`config.mk`:
```
export PLATFORM = sky130hd
export DESIGN_NAME = memory_latency_injector_contention
export DESIGN_NICKNAME = d
export VERILOG_FILES = /design/src/rtl/mli_pkg.sv /design/src/rtl/dram_token_bucket.sv /design/src/rtl/memory_latency_injector_contention.sv
export SDC_FILE = /design/constraint.sdc
export NUM_CORES = 1
export LEC_CHECK = 0
export CORE_ASPECT_RATIO = 2
export CORE_MARGIN = 4
export CORE_UTILIZATION = 61
export CTS_BUF_LIST = sky130_fd_sc_hd__clkbuf_2
export DETAILED_ROUTE_END_ITERATION = 6
export PLACE_DENSITY = 0.91
export SETUP_SLACK_MARGIN = 0.02
export SLEW_MARGIN = 0
export SYNTH_ARGS = -nofsm -noshare
export SYNTH_HDL_FRONTEND = slang
export SYNTH_SLANG_ARGS = --single-unit
```
`constraint.sdc`:
```
create_clock -name clk -period 15.55 [get_ports clk]
set_clock_uncertainty 0.05 [all_clocks]
set_input_delay 2.3325 -clock clk [delete_from_list [all_inputs] [get_ports clk]]
set_output_delay 2.3325 -clock clk [all_outputs]
set_load 0.005 [all_outputs]
```
`src/rtl/mli_pkg.sv`:
```
// Shared types and constants for the memory latency injector with DRAM contention model.
package mli_pkg;

   localparam int unsigned CNT_W        = 32;
   localparam int unsigned ENTRY_SIZE_W = 32;
   localparam int unsigned LAT_W        = 16;
   localparam int unsigned LFSR_W       = 16;

   localparam logic [LFSR_W-1:0] LFSR_POLY = 16'hB400;
   localparam logic [LFSR_W-1:0] LFSR_SEED = 16'hACE1;

   typedef struct packed {
      logic [ENTRY_SIZE_W-1:0] size;
      logic                    is_dram;
      logic [LAT_W-1:0]        countdown;
      logic                    blocked;
   } mli_entry_t;

   // Galois right-shift step of the 16-bit LFSR
   function automatic logic [LFSR_W-1:0] lfsr_step(input logic [LFSR_W-1:0] s);
      return {1'b0, s[LFSR_W-1:1]} ^ (s[0] ? LFSR_POLY : '0);
   endfunction

endpackage

```
`src/rtl/dram_token_bucket.sv`:
```
// Token-bucket bandwidth limiter gating DRAM response completion.
module dram_token_bucket
   import mli_pkg::*;
#(
   parameter int unsigned DEFAULT_RATE     = 4,
   parameter int unsigned DEFAULT_CAPACITY = 32,
   parameter int unsigned COST_SHIFT       = 3
) (
   input  logic                    clk,
   input  logic                    reset,
   input  logic                    enable,
   input  logic [7:0]              cfg_rate,
   input  logic [15:0]             cfg_capacity,
   input  logic                    request,
   input  logic [ENTRY_SIZE_W-1:0] size_bytes,
   output logic                    grant_c,
   output logic [15:0]             tokens
);

   logic [15:0]             cap_c;
   logic [7:0]              rate_c;
   logic [ENTRY_SIZE_W-1:0] raw_cost_c;
   logic [15:0]             cost_c;
   logic [16:0]             sum_c;
   logic [15:0]             tokens_nxt_c;

   // Effective config, clamped cost, and saturating refill
   always_comb begin
      cap_c      = (cfg_capacity == '0) ? 16'(DEFAULT_CAPACITY) : cfg_capacity;
      rate_c     = (cfg_rate == '0) ? 8'(DEFAULT_RATE) : cfg_rate;
      raw_cost_c = size_bytes >> COST_SHIFT;
      if (raw_cost_c == '0)
         cost_c = 16'd1;
      else if (raw_cost_c > ENTRY_SIZE_W'(cap_c))
         cost_c = cap_c;
      else
         cost_c = 16'(raw_cost_c);
      grant_c = !enable || (tokens >= cost_c);
      sum_c   = 17'(tokens) + 17'(rate_c);
      if (enable && request && grant_c)
         sum_c = sum_c - 17'(cost_c);
      tokens_nxt_c = (sum_c > 17'(cap_c)) ? cap_c : sum_c[15:0];
   end

   always_ff @(posedge clk) begin
      if (reset || !enable)
         tokens <= cap_c;
      else
         tokens <= tokens_nxt_c;
   end

endmodule

```
`src/rtl/memory_latency_injector_contention.sv`:
```
// Memory-timing model: in-order latency FIFO with per-class latency and DRAM token throttling.
module memory_latency_injector_contention
   import mli_pkg::*;
#(
   parameter int unsigned SIZE_WIDTH            = 16,
   parameter int unsigned LATENCY_SRAM_CYCLES   = 2,
   parameter int unsigned LATENCY_DRAM_CYCLES   = 10,
   parameter int unsigned PIPELINE_RESP         = 0,
   parameter int unsigned QUEUE_DEPTH           = 4,
   parameter int unsigned EXTRA_LATENCY_MAX     = 0,
   parameter int unsigned LATENCY_DIST_MODE     = 0,
   parameter int unsigned DRAM_TOKENS_PER_CYCLE = 4,
   parameter int unsigned DRAM_TOKEN_CAPACITY   = 32,
   parameter int unsigned SIZE_TO_TOKENS_SHIFT  = 3
) (
   input  logic                  clk,
   input  logic                  reset,
   input  logic                  req_valid,
   input  logic                  req_is_dram,
   input  logic [SIZE_WIDTH-1:0] req_size_bytes,
   output logic                  req_ready,
   output logic                  resp_valid,
   output logic [SIZE_WIDTH-1:0] resp_size_bytes,
   input  logic [15:0]           cfg_latency_sram,
   input  logic [15:0]           cfg_latency_dram,
   input  logic [9:0]            cfg_dram_hit_milli_pct,
   input  logic                  cfg_use_cfg_latencies,
   input  logic                  cfg_enable_contention,
   input  logic [7:0]            cfg_tokens_per_cycle,
   input  logic [15:0]           cfg_token_capacity,
   output logic [CNT_W-1:0]      total_reqs,
   output logic [CNT_W-1:0]      total_resp,
   output logic [CNT_W-1:0]      sram_reqs,
   output logic [CNT_W-1:0]      dram_reqs,
   output logic [CNT_W-1:0]      stall_cycles,
   output logic [CNT_W-1:0]      busy_cycles,
   output logic                  busy,
   output logic [15:0]           dram_tokens_level,
   output logic [CNT_W-1:0]      dram_token_stall_cycles,
   output logic [CNT_W-1:0]      dram_contention_events
);

   localparam int unsigned      PTR_W    = (QUEUE_DEPTH > 1) ? $clog2(QUEUE_DEPTH) : 1;
   localparam int unsigned      OCC_W    = $clog2(QUEUE_DEPTH + 1);
   localparam logic [OCC_W-1:0] OCC_FULL = OCC_W'(QUEUE_DEPTH);
   localparam logic [PTR_W-1:0] PTR_LAST = PTR_W'(QUEUE_DEPTH - 1);

   mli_entry_t        fifo [QUEUE_DEPTH];
   logic [PTR_W-1:0]  wr_ptr;
   logic [PTR_W-1:0]  rd_ptr;
   logic [OCC_W-1:0]  count;
   logic [LFSR_W-1:0] lfsr;
   logic              pop_q;
   logic [SIZE_WIDTH-1:0] pop_size_q;

   mli_entry_t        head_c;
   logic              head_expired_c;
   logic              grant_c;
   logic              pop_c;
   logic              blocked_c;
   logic              accept_c;
   logic              reclass_c;
   logic              is_dram_c;
   logic [LAT_W-1:0]  base_c;
   logic [LAT_W-1:0]  extra_c;
   logic [LAT_W:0]    lat_sum_c;
   logic [LAT_W-1:0]  lat_c;
   logic [OCC_W-1:0]  count_nxt_c;

   // Head completion, classification and latency of the incoming request
   always_comb begin
      head_c         = fifo[rd_ptr];
      head_expired_c = (count != '0) && (head_c.countdown <= LAT_W'(1));
      pop_c          = head_expired_c && (!head_c.is_dram || grant_c);
      blocked_c      = head_expired_c && head_c.is_dram && !grant_c;
      accept_c       = req_valid && req_ready;
      reclass_c      = !req_is_dram && (cfg_dram_hit_milli_pct != '0) &&
                       ((lfsr % 16'd1000) < 16'(cfg_dram_hit_milli_pct));
      is_dram_c      = req_is_dram || reclass_c;
      if (cfg_use_cfg_latencies)
         base_c = is_dram_c ? cfg_latency_dram : cfg_latency_sram;
      else
         base_c = is_dram_c ? LAT_W'(LATENCY_DRAM_CYCLES) : LAT_W'(LATENCY_SRAM_CYCLES);
      if (LATENCY_DIST_MODE == 1)
         extra_c = LAT_W'(EXTRA_LATENCY_MAX);
      else
         extra_c = LAT_W'(32'(lfsr) % (EXTRA_LATENCY_MAX + 1));
      lat_sum_c = (LAT_W+1)'(base_c) + (LAT_W+1)'(extra_c);
      if (lat_sum_c == '0)
         lat_c = LAT_W'(1);
      else if (lat_sum_c[LAT_W])
         lat_c = '1;
      else
         lat_c = lat_sum_c[LAT_W-1:0];
      count_nxt_c = count + OCC_W'(accept_c) - OCC_W'(pop_c);
   end

   dram_token_bucket #(
      .DEFAULT_RATE     (DRAM_TOKENS_PER_CYCLE),
      .DEFAULT_CAPACITY (DRAM_TOKEN_CAPACITY),
      .COST_SHIFT       (SIZE_TO_TOKENS_SHIFT)
   ) u_bucket (
      .clk          (clk),
      .reset        (reset),
      .enable       (cfg_enable_contention),
      .cfg_rate     (cfg_tokens_per_cycle),
      .cfg_capacity (cfg_token_capacity),
      .request      (head_expired_c && head_c.is_dram),
      .size_bytes   (head_c.size),
      .grant_c      (grant_c),
      .tokens       (dram_tokens_level)
   );

   // Queue storage, pointers and countdowns
   always_ff @(posedge clk) begin
      if (reset) begin
         for (int i = 0; i < QUEUE_DEPTH; i++)
            fifo[i] <= '0;
         wr_ptr    <= '0;
         rd_ptr    <= '0;
         count     <= '0;
         req_ready <= 1'b1;
         busy      <= 1'b0;
         lfsr      <= LFSR_SEED;
      end else begin
         for (int i = 0; i < QUEUE_DEPTH; i++)
            if (fifo[i].countdown != '0)
               fifo[i].countdown <= fifo[i].countdown - LAT_W'(1);
         if (blocked_c)
            fifo[rd_ptr].blocked <= 1'b1;
         if (accept_c) begin
            fifo[wr_ptr] <= '{size:      ENTRY_SIZE_W'(req_size_bytes),
                              is_dram:   is_dram_c,
                              countdown: lat_c,
                              blocked:   1'b0};
            wr_ptr <= (wr_ptr == PTR_LAST) ? '0 : wr_ptr + PTR_W'(1);
         end
         if (pop_c)
            rd_ptr <= (rd_ptr == PTR_LAST) ? '0 : rd_ptr + PTR_W'(1);
         count     <= count_nxt_c;
         req_ready <= (count_nxt_c != OCC_FULL);
         busy      <= (count_nxt_c != '0);
         lfsr      <= lfsr_step(lfsr);
      end
   end

   always_ff @(posedge clk) begin
      if (reset) begin
         pop_q      <= 1'b0;
         pop_size_q <= '0;
      end else begin
         pop_q      <= pop_c;
         pop_size_q <= SIZE_WIDTH'(head_c.size);
      end
   end

   // Optional extra output stage
   generate
      if (PIPELINE_RESP != 0) begin : g_pipe
         always_ff @(posedge clk) begin
            if (reset) begin
               resp_valid      <= 1'b0;
               resp_size_bytes <= '0;
            end else begin
               resp_valid      <= pop_q;
               resp_size_bytes <= pop_size_q;
            end
         end
      end else begin : g_nopipe
         assign resp_valid      = pop_q;
         assign resp_size_bytes = pop_size_q;
      end
   endgenerate

   // Performance counters
   always_ff @(posedge clk) begin
      if (reset) begin
         total_reqs              <= '0;
         total_resp              <= '0;
         sram_reqs               <= '0;
         dram_reqs               <= '0;
         stall_cycles            <= '0;
         busy_cycles             <= '0;
         dram_token_stall_cycles <= '0;
         dram_contention_events  <= '0;
      end else begin
         if (accept_c)                         total_reqs <= total_reqs + 32'd1;
         if (accept_c && !is_dram_c)           sram_reqs <= sram_reqs + 32'd1;
         if (accept_c && is_dram_c)            dram_reqs <= dram_reqs + 32'd1;
         if (resp_valid)                       total_resp <= total_resp + 32'd1;
         if (req_valid && !req_ready)          stall_cycles <= stall_cycles + 32'd1;
         if (busy)                             busy_cycles <= busy_cycles + 32'd1;
         if (blocked_c)                        dram_token_stall_cycles <= dram_token_stall_cycles + 32'd1;
         if (blocked_c && !head_c.blocked)     dram_contention_events <= dram_contention_events + 32'd1;
      end
   end

endmodule

```
==> out/metrics.csv <==
metric,value,unit
# resized after CTS,0,
Die Ht,289,um
reg2reg setup slack,5.21,ns
postcts setup bufs,0,
"Reg clk slew, reported paths",0.12,ns
iteration-0 DRC count of the detailed router,1160,
Yosys reg bits,452,
outcome,completed,
synth cell count leaders,"368 x nor2_1, 320 x dfxtp_1, 229 x nand2_1",
CTS H-Tree Depth,3,
Syn-to-layout area delta,21.2,%
WL final,71700,um
Initial Util,62.0,%
CTS root buf,clkbuf_2,
"count leader, synth",nor2_1,
Synth top area share,26.6,%
number of synthesized flops with an enable pin,132,
width of the die,148,um
area of the multi-input gates,13000,um^2
WS Path Type,in -> reg,
largest area contributor in the netlist,dfxtp_1,
CTS Hold Bufs,0,
row cnt,102,
critical path launch point type,primary input,
CORE AREA,38800,um^2
"Largest stage delay, worst path",0.63,ns
synth unique cells,98,
worst hold path type,reg -> reg,
Max Slew Vio Count,0,
Total GRT Usage,32.7,%
drt wl/cell,19.8,um
dpl cells,3431,
crit path max fanout,26,
storage element area,10400,um^2
Relative slew margins,21.8,%
"IR drop worst, VDD",0.0915,mV
largest net degree at the start of global routing,114,
mean post-synth cell area,9.18,um^2
Ports,379,
Post-Syn Instances,2619,
first-pass GRT wire length,112000,um
ys flop type,dfxtp_1,
final hold violation count,0,
Setup crit end kind,flop,
unrepaired setup endpoints after global routing,false,
total leakage power,11.5,nW
share of cells above drive strength 1,9.03,%
gr ovfl total,0,
Max-Cap Viols,0,
Ys Warns,0,
setup violators final,0,
Worst path slowest cell,a21oi_1,
Avg Vias per Cell,5.87,
CP dominant cell by count,a21o_1,
clock buffer depth,3,
drt pass-1 iters,6,
CTS Sinks,452,
vias in the first global route,22184,
Num CTS Buffers,98,
initial antenna violation count,3,
slew at the pin closest to its max-slew limit,1.16,ns
sequential area share after synthesis,43.1,%
fmax,0.0914,GHz
CTS tree,done,
Final period util,70.4,%
Port Buf Inserts,378,
vias post-DR,21196,
Worst Path Required,16.43,ns
nets,3202,
CP arrival,11.83,ns
clk_lat worst skew,1.08,ns
DPL Wire Length,53700,um
Non-Filler Instances,3613,
fillers,2768,
"Buf+Inv Stages, Crit Path",5,
GPL Wtd Cong,0.970,
Die Area,42900,um^2
"Min Clock Period, post-route",10.94,ns
final setup TNS,0,ns
CP top delay family,compound AO/OA/AOI/OAI gates,
Detail Route Antenna Nets,0,
post-synthesis cell area,24100,um^2
PD cells,114,nW/um^2
asr flop ratio synth,0,%
top area cells in the synthesized netlist,"dfxtp_1 27%, edfxtp_1 16%, xor2_1 8.0%",
post-route DRC violation count,0,
-- cells in the final DEF (no fill, tap or decap), types with 5 or more instances in the layout --
master           Yosys  layout
edfxtp_1           132     132
mux2i_1             24      24
buf_4                3      15
o21bai_1             8       8
or3_1               30      30
clkbuf_2             0     137
a21oi_1             91      91
clkinv_2             0      12
a31oi_1              7       7
nand2_1            229     229
nor3_1              34      34
clkdlybuf4s50_1      0     377
or4_1                9       9
mux4_2              18      18
or2_2               21      21
o2bb2ai_1            5       5
nand4_1             55      55
clkinv_1             2      23
nor2b_1             37      37
nor2_1             368     366
a211oi_1             9       9
conb_1               1       6
dfxtp_1            320     320
nand2b_1            22      22
ha_1               100     100
and4_1              24      24
xor2_1             219     219
xnor2_1             99      99
o211ai_1             5       5
nand3_1            110     110
and2_1              18      18
o21ai_0            111     111
nor4_1              30      30
inv_1               83      83
o22ai_1             13      13
and3_1             123     123
mux2_2              25      25
a21o_1              37      37
-- cells by family (layout without fill, tap and decap cells) --
kind of cell | count (synthesis) | in the layout | synth area share, %
AO/OA/AOI/OAI | 352 | 352 | 9.58
XOR/XNOR | 318 | 318 | 11.6
adder cells (fa/ha/maj) | 105 | 105 | 5.54
buffers and inverters | 191 | 656 | 3.17
flip-flops | 452 | 452 | 43.1
multiplexers | 68 | 68 | 3.92
other | 1 | 10 | 0.0156
AND/OR/NAND/NOR | 1132 | 1132 | 23.1
-- flip-flops by register name, summed over array words and instances (netlist names), named ones only --
signal,cells
fifo,136
busy_cycles,32
dram_contention_events,32
dram_reqs,32
dram_token_stall_cycles,32
sram_reqs,32
stall_cycles,32
total_reqs,32
total_resp,32
lfsr,16
resp_size_bytes,16
u_bucket.tokens,16
count,3
rd_ptr,2
wr_ptr,2
busy,1
req_ready,1
resp_valid,1
-- final cells by class --
cell class	count	share of cell area, %
well taps	520	2.23
inverters	85	1.09
clock buffers	137	2.35
clock inverters	41	0.846
flip-flops and latches	452	35.6
repair buffers	393	13.4
diodes	4	0.0343
multi-input cells	1981	44.5
-- through the flow --
stage | worst slack, ns | hold WS (ns) | total power [mW] | util (%) | instance area [um^2]
2_1_floorplan | 4.75 | 0.369 | 2.22 | - | 24100
3_3_place_gp | 3.71 | 0.387 | 2.50 | 72.7 | 28200
3_5_place_dp | 3.68 | 0.401 | 2.55 | 72.7 | 28200
4_1_cts | 4.76 | 0.430 | 3.32 | 75.1 | 29100
5_1_grt | 4.10 | 0.438 | 3.51 | 75.1 | 29100
6_report | 4.61 | 0.433 | 3.32 | 75.1 | 29200
-- report_power, final --
group / total, mW / leakage, nW / switching (mW) / internal [mW]
registers: 1.46 / 4.05 / 0.107 / 1.35
logic: 1.09 / 6.76 / 0.624 / 0.468
clock network: 0.766 / 0.687 / 0.488 / 0.278
-- per-layer routing --
metal / vias up / GRT usage (%) / wire length, um / part of all wire [%]
li1: 9998 / - / - / -
met1: 10025 / 30.8 / 22800 / 32
met2: 858 / 60.7 / 38200 / 53
met3: 315 / 7.31 / 4710 / 6.6
met4: 0 / 23.9 / 5950 / 8.3
met5: - / 0 / 0 / 0
-- final timing paths --
kind | from | end | depth (start not counted)
worst max-delay path | cfg_token_capacity[2] | u_bucket.tokens[9]$_DFF_P_ | 46
worst min-delay path | lfsr[1]$_SDFF_PP0_ | lfsr[0]$_SDFF_PP1_ | 1
worst max register to register | lfsr[11]$_SDFF_PP1_ | fifo[1][1]$_DFFE_PP_ | 30
worst min register to register | lfsr[1]$_SDFF_PP0_ | lfsr[0]$_SDFF_PP1_ | 1
(Power assumes the default switching activity.)
